<file path="config.mk">
export PLATFORM = sky130hd
export DESIGN_NAME = id_counter
export DESIGN_NICKNAME = d
export VERILOG_FILES = /design/src/rtl/id_counter.sv
export SDC_FILE = /design/constraint.sdc
export NUM_CORES = 1
export LEC_CHECK = 0
export BUFFER_PORTS_ARGS = -buffer_cell sky130_fd_sc_hd__buf_2
export CAP_MARGIN = 20
export CORE_AREA = 10 10 47 49
export DETAILED_ROUTE_END_ITERATION = 7
export DIE_AREA = 0 0 57 59
export HOLD_SLACK_MARGIN = 0.1
export PLACE_DENSITY = 0.71
export SYNTH_ARGS = -nofsm -noshare
export SYNTH_HDL_FRONTEND = slang
export SYNTH_SLANG_ARGS = --single-unit
</file>
<file path="constraint.sdc">
create_clock -name clk -period 5.6 [get_ports clk]
set_clock_uncertainty 0.2 [all_clocks]
set_input_delay 0.56 -clock clk [delete_from_list [all_inputs] [get_ports clk]]
set_output_delay 0.56 -clock clk [all_outputs]
set_load 0.01 [all_outputs]
</file>
<file path="src/rtl/id_counter.sv">
// rtl/id_counter.sv - DPLL increment/decrement counter: DCO with rate-limited phase advance/retard.
// Optional IDC_SYNC_EN puts a two-flop synchronizer on incIn/decIn ahead of edge detection.
module id_counter #(
  parameter int DIV_HALF = 2
) (
  input  logic clk,
  input  logic reset,
  input  logic incIn,
  input  logic decIn,
  output logic inc,
  output logic dec,
  output logic incIgnore,
  output logic decIgnore,
  output logic IDout
);

  localparam int CW = $clog2(DIV_HALF + 2);
  localparam int LW = $clog2(DIV_HALF + 1);
  localparam logic [CW-1:0] DIV_C     = CW'(DIV_HALF);
  localparam logic [LW-1:0] LOCK_LOAD = LW'(DIV_HALF);

  // bit 0 = increment path, bit 1 = decrement path
  logic [1:0] lvl_q;
  logic [1:0] prev_q;

`ifdef IDC_SYNC_EN
  logic [1:0] meta_q;

  always_ff @(posedge clk or posedge reset) begin
    if (reset) begin
      meta_q <= '0;
      lvl_q  <= '0;
    end else begin
      meta_q <= {decIn, incIn};
      lvl_q  <= meta_q;
    end
  end
`else
  always_ff @(posedge clk or posedge reset) begin
    if (reset) begin
      lvl_q <= '0;
    end else begin
      lvl_q <= {decIn, incIn};
    end
  end
`endif

  logic [LW-1:0] inc_lock_q, inc_lock_d;
  logic [LW-1:0] dec_lock_q, dec_lock_d;
  logic [CW-1:0] cnt_q, cnt_d;
  logic          id_q, id_d;
  logic          inc_q, dec_q, inc_ign_q, dec_ign_q;

  logic [1:0]    ev;
  logic          inc_acc, dec_acc, inc_ign, dec_ign;
  logic [CW-1:0] step;
  logic [CW-1:0] sum;

  always_comb begin
    ev      = lvl_q & ~prev_q;
    inc_acc = ev[0] && (inc_lock_q == '0);
    dec_acc = ev[1] && (dec_lock_q == '0);
    inc_ign = ev[0] && (inc_lock_q != '0);
    dec_ign = ev[1] && (dec_lock_q != '0);

    // Simultaneous inc and dec cancel to the nominal step.
    step = CW'(1);
    if (inc_acc && !dec_acc) begin
      step = CW'(2);
    end else if (dec_acc && !inc_acc) begin
      step = '0;
    end

    sum   = cnt_q + step;
    cnt_d = sum;
    id_d  = id_q;
    if (sum >= DIV_C) begin
      cnt_d = sum - DIV_C;
      id_d  = ~id_q;
    end

    inc_lock_d = inc_lock_q;
    if (inc_acc) begin
      inc_lock_d = LOCK_LOAD;
    end else if (inc_lock_q != '0) begin
      inc_lock_d = inc_lock_q - LW'(1);
    end

    dec_lock_d = dec_lock_q;
    if (dec_acc) begin
      dec_lock_d = LOCK_LOAD;
    end else if (dec_lock_q != '0) begin
      dec_lock_d = dec_lock_q - LW'(1);
    end
  end

  always_ff @(posedge clk or posedge reset) begin
    if (reset) begin
      prev_q     <= '0;
      inc_lock_q <= '0;
      dec_lock_q <= '0;
      cnt_q      <= '0;
      id_q       <= 1'b0;
      inc_q      <= 1'b0;
      dec_q      <= 1'b0;
      inc_ign_q  <= 1'b0;
      dec_ign_q  <= 1'b0;
    end else begin
      prev_q     <= lvl_q;
      inc_lock_q <= inc_lock_d;
      dec_lock_q <= dec_lock_d;
      cnt_q      <= cnt_d;
      id_q       <= id_d;
      inc_q      <= inc_acc;
      dec_q      <= dec_acc;
      inc_ign_q  <= inc_ign;
      dec_ign_q  <= dec_ign;
    end
  end

  assign inc       = inc_q;
  assign dec       = dec_q;
  assign incIgnore = inc_ign_q;
  assign decIgnore = dec_ign_q;
  assign IDout     = id_q;

endmodule

</file>
Word-level counts from Yosys, hierarchy flattened --
Cells that the tools add are included.
Storage, ports and cells: register bits after elaboration 15, output and inout port bits 5, logic and storage cells 39
Operators by class: add/subtract/negate cells 4, magnitude comparators 1, muxes and demuxes 7, bitwise gates (word level) 3, reductions and logical operators 14
Operators by type and width (count):
- 2-bit 2-to-1 mux | 6
- 2-bit nonzero test | 4
- 1-bit logical AND | 6
- 2-bit zero test | 2
- 2-bit by 1-bit subtractor with 2-bit output, second input constant | 2
- 2-bit adder | 1
- 2-bit AND | 1
- 2-bit >= comparator, second input constant | 1
- 1-bit zero test | 2
- 2-bit NOT | 1
- 2-bit subtractor, second input constant | 1
- 1-bit 2-to-1 mux | 1
- 1-bit NOT | 1

Longest topological paths before layout --
depth in word-level cells 10, gate-level depth with buffers 8

Worst setup path after synthesis --
No wires, ideal clock.
path kind register -> register, start point reg dec_lock_q[0], end point reg id_q (netlist: IDout), library setup time 0.125 ns, arrival time 1.623 ns, path slack 3.652 ns, stages on the path, launching flop included 9, path buffers 0, period minus slack after synthesis 1.948 ns, cells stage by stage dfrtp_1 > inv_1 > ha_1 > inv_2 > or2_4 > ha_1 > ha_1 > xor2_1 > xnor2_1
Between the ends: cells in the longest elaborated chain, start to end 7, elaborated cells on any way between the ends 9, those cells by class 1 x add/sub; 1 x order compare; 2 x mux; 5 x reduce/logical
Ends and longest elaborated chain:
- from (decl) | line 49 | logic [LW-1:0] dec_lock_q, dec_lock_d;
- from (signal assigned) | line 111 | dec_lock_q <= dec_lock_d;
- 2-bit zero test * | line 62 | dec_acc = ev[1] && (dec_lock_q == '0);
- 1-bit logical AND * | line 62
- 1-bit logical AND / 1-bit zero test (equally long branches) | line 70, 68
- 1-bit 2-to-1 mux / 1-bit logical AND (equally long branches) | line 70, 68
- 2-bit 2-to-1 mux * | line 68 | if (inc_acc && !dec_acc) begin
- 2-bit adder * | line 74 | sum = cnt_q + step;
- 2-bit >= comparator * | line 77 | if (sum >= DIV_C) begin
- to (signal assigned) | line 113 | id_q <= id_d;
- to (decl) | line 51 | logic id_q, id_d;
Every way passes the cells marked *; elsewhere a longest branch is shown, timed or not. A chain may end at the register's enable or synchronous reset.

Worst setup path in the final report --
Ends and elaborated chain as after synthesis.

==> reports/metrics.yaml <==
sta:
  setup_viol: 0
  finalHoldViolCount: 0
  setup_tns_ns: 0
  fin_crit_sh_pct: 36.0
  worst_pin_slew_ns: 0.542
  slew_violations: 0
  final.min_clock_period_ns: 2.01
  clock.fmax_ghz: 0.496
  rsz0062_at_grt: "no"
  slew-limit-headroom_pct: 63.8
  finalWorstSetupSlack_ns: 3.59
synth:
  syn_nets: 53
  postSynthAreaPerCell_um2: 12.8
  ys_ff_latch: 15
  synth_edf_count: 0
  synth_largest_area_cell: "dfrtp_1"
  yosys-top-cells-area: "dfrtp_1 (65%), ha_1 (8.7%), inv_1 (3.9%)"
  yosys-top-cells-count: "dfrtp_1 (15), inv_1 (6), ha_1 (4)"
  ys.flop_type: "dfrtp_1"
  async_flop_share_pct: 100
  seq_area_frac_synth_pct: 65.2
  synthCells: 45
  synthMostInstantiatedCell: "dfrtp_1"
  ys_types: 16
  synth_area_um2: 576
  synth_top_area_share_pct: 65.2
  yosys_warnings: 0
setup_path:
  critPathBufInv: 2
  cpLargestDelayFamily: "adder cells"
  path_class: "flip-flop to flip-flop"
  critical_path.startpoint_type: "flip-flop"
  endpoint_kind: "flip-flop"
  crit_arrival_ns: 1.98
  reg2reg_to: "IDout$_DFFE_PP0P_"
  cp.required_ns: 5.56
  cp_slowest_cell: "dfrtp_1"
  cp_common_cell: "ha_1"
  r2r_start: "dec_lock_q[0]$_DFFE_PP0P_"
  crit_fanout: 5
  path_cells: "inv_1 > ha_1 > inv_2 > or2_4 > ha_1 > ha_1 > xor2_1 > xnor2_1"
  rrSetupSlack_ns: 3.59
  slowest_delay_ns: 0.36
  rr_worst_depth: 8
layout:
  syn_to_final_growth_pct: 15.0
  drive_above_1_share_pct: 28.1
  postLayoutCoreUtil_pct: 47.2
  area.sequential_um2: 375
  antennaDiodeCount: 0
  nets: 66
  multiInputGateArea_um2: 170
  num-fill-cells: 137
global_route:
  grt_first_pass_wirelength_um: 1440
  overflow: 0
  grt_max_degree: 16
  grt_pass1_vias: 380
  grt_usage_pct: 5.52
  antenna_found_initial: 0
detailed_routing:
  post_drt_wl_per_cell_um: 10.4
  vias: 311
  drtIter0Drc: 0
  ant_nets: 0
  drt_pre_antenna_iters: 1
  post-route-drc-count: 0
  viasPerCell: 4.26
  routed_wl_um: 757
placed_design:
  io_buffer_count: 8
  dp_hpwl_um: 603
  dp_slack_ns: 3.59
  gp_congestion: 0.628
floorplanning:
  die_area_mm2: 0.00336
  die_h_um: 59
  rows: 14
  start_util_pct: 41.1
  fp.dieW_um: 57
  core_mm2: 0.00140
  io_pins: 9
worst_hold_path:
  min-delay-path-class: "input port to async pin"
clock_network:
  cts_root_buffer: "clkbuf_4"
  hold_buffers: 0
  clock_sinks: 15
  cts_tree: "yes"
  ctsResizeCount: 0
  cts_buffers: 3
  insertion_delay_ns: 0.27
  cts_setup_buffers: 0
  clkSlewWorstSetupHoldPaths_ns: 0.08
  cts_buffer_depth: 2
  cts_max_level: 1
power:
  power_density_mw_per_mm2: 468
  leakagePower_nw: 0.359
  ir_worst_vdd_v: 0.000184
outcome:
  outcome: "finished clean"
job:
  drv_cap: 0
[metal layers]
metal / GRT usage (%) / wire [µm] / vias up
li1: - / - / 162
met1: 5.19 / 326 / 141
met2: 8.99 / 377 / 6
met3: 2.36 / 48 / 2
met4: 5.03 / 5 / 0
met5: 0 / 0 / -
[per-stage QoR]
stage / std cells / total power, mW / hold WS [ns] / area, µm²
global placement: 69 / 0.251 / 0.179 / 636
CTS: 73 / 0.318 / 0.129 / 662
finish: 73 / 0.310 / 0.112 / 662
global route: 73 / 0.342 / 0.145 / 662
floorplan: 45 / 0.233 / 0.174 / 576
detailed placement: 69 / 0.258 / 0.204 / 636
[logic make-up (layout without fill, tap and decap cells)]
family	count (synthesis)	in the layout	share of synthesized area, %
buffers and inverters	8	20	5.22
AND/OR/NAND/NOR	9	9	9.56
adder cells (fa/ha/maj)	4	4	8.70
flip-flops	15	15	65.2
XOR/XNOR	3	3	4.57
multiplexers	2	2	3.48
other	1	1	0.652
AO/OA/AOI/OAI	3	3	2.61
[how the worst max path moves through the flow]
stage | start | to | cells past startpoint
after global placement | dec_lock_q[0]$_DFFE_PP0P_ | IDout$_DFFE_PP0P_ | 8
after detailed placement | dec_lock_q[0]$_DFFE_PP0P_ | IDout$_DFFE_PP0P_ | 8
after CTS | dec_lock_q[0]$_DFFE_PP0P_ | IDout$_DFFE_PP0P_ | 8
final | dec_lock_q[0]$_DFFE_PP0P_ | IDout$_DFFE_PP0P_ | 8
after floorplan | dec_lock_q[0]$_DFFE_PP0P_ | IDout$_DFFE_PP0P_ | 8
after global routing | dec_lock_q[0]$_DFFE_PP0P_ | IDout$_DFFE_PP0P_ | 8
[flip-flops by register name, indices dropped and copies added, names as in the netlist, 2 cells and up]
| register | cells |
|---|---|
| dec_lock_q | 2 |
| cnt_q | 2 |
| prev_q | 2 |
| inc_lock_q | 2 |
| lvl_q | 2 |
[cell usage in the layout (no fill, tap or decap)]
| master | n |
|---|---|
| xor2_1 | 1 |
| xnor2_1 | 2 |
| nand2b_4 | 1 |
| nor2_1 | 3 |
| inv_2 | 2 |
| ha_1 | 4 |
| dfrtp_1 | 15 |
| clkbuf_1 | 1 |
| nand2_1 | 2 |
| nand3_1 | 1 |
| conb_1 | 1 |
| inv_1 | 6 |
| clkbuf_4 | 3 |
| nand2b_2 | 1 |
| a21oi_1 | 2 |
| buf_2 | 8 |
| mux2i_1 | 2 |
| o21ai_0 | 1 |
| or2_4 | 1 |
[final cells by class]
class | count | share of cell area, %
well taps | 16 | 3.02
multi-input cells | 22 | 25.7
repair buffers | 8 | 6.05
flip-flops and latches | 15 | 56.7
inverters | 8 | 4.54
clock buffers | 4 | 3.97
[where the power goes]
group	internal, mW	switching, mW
clock network	0.0276	0.0310
logic	0.0485	0.0536
registers	0.139	0.0106
total	0.215	0.0953
Note: power is estimated with default switching activity, not from simulation.
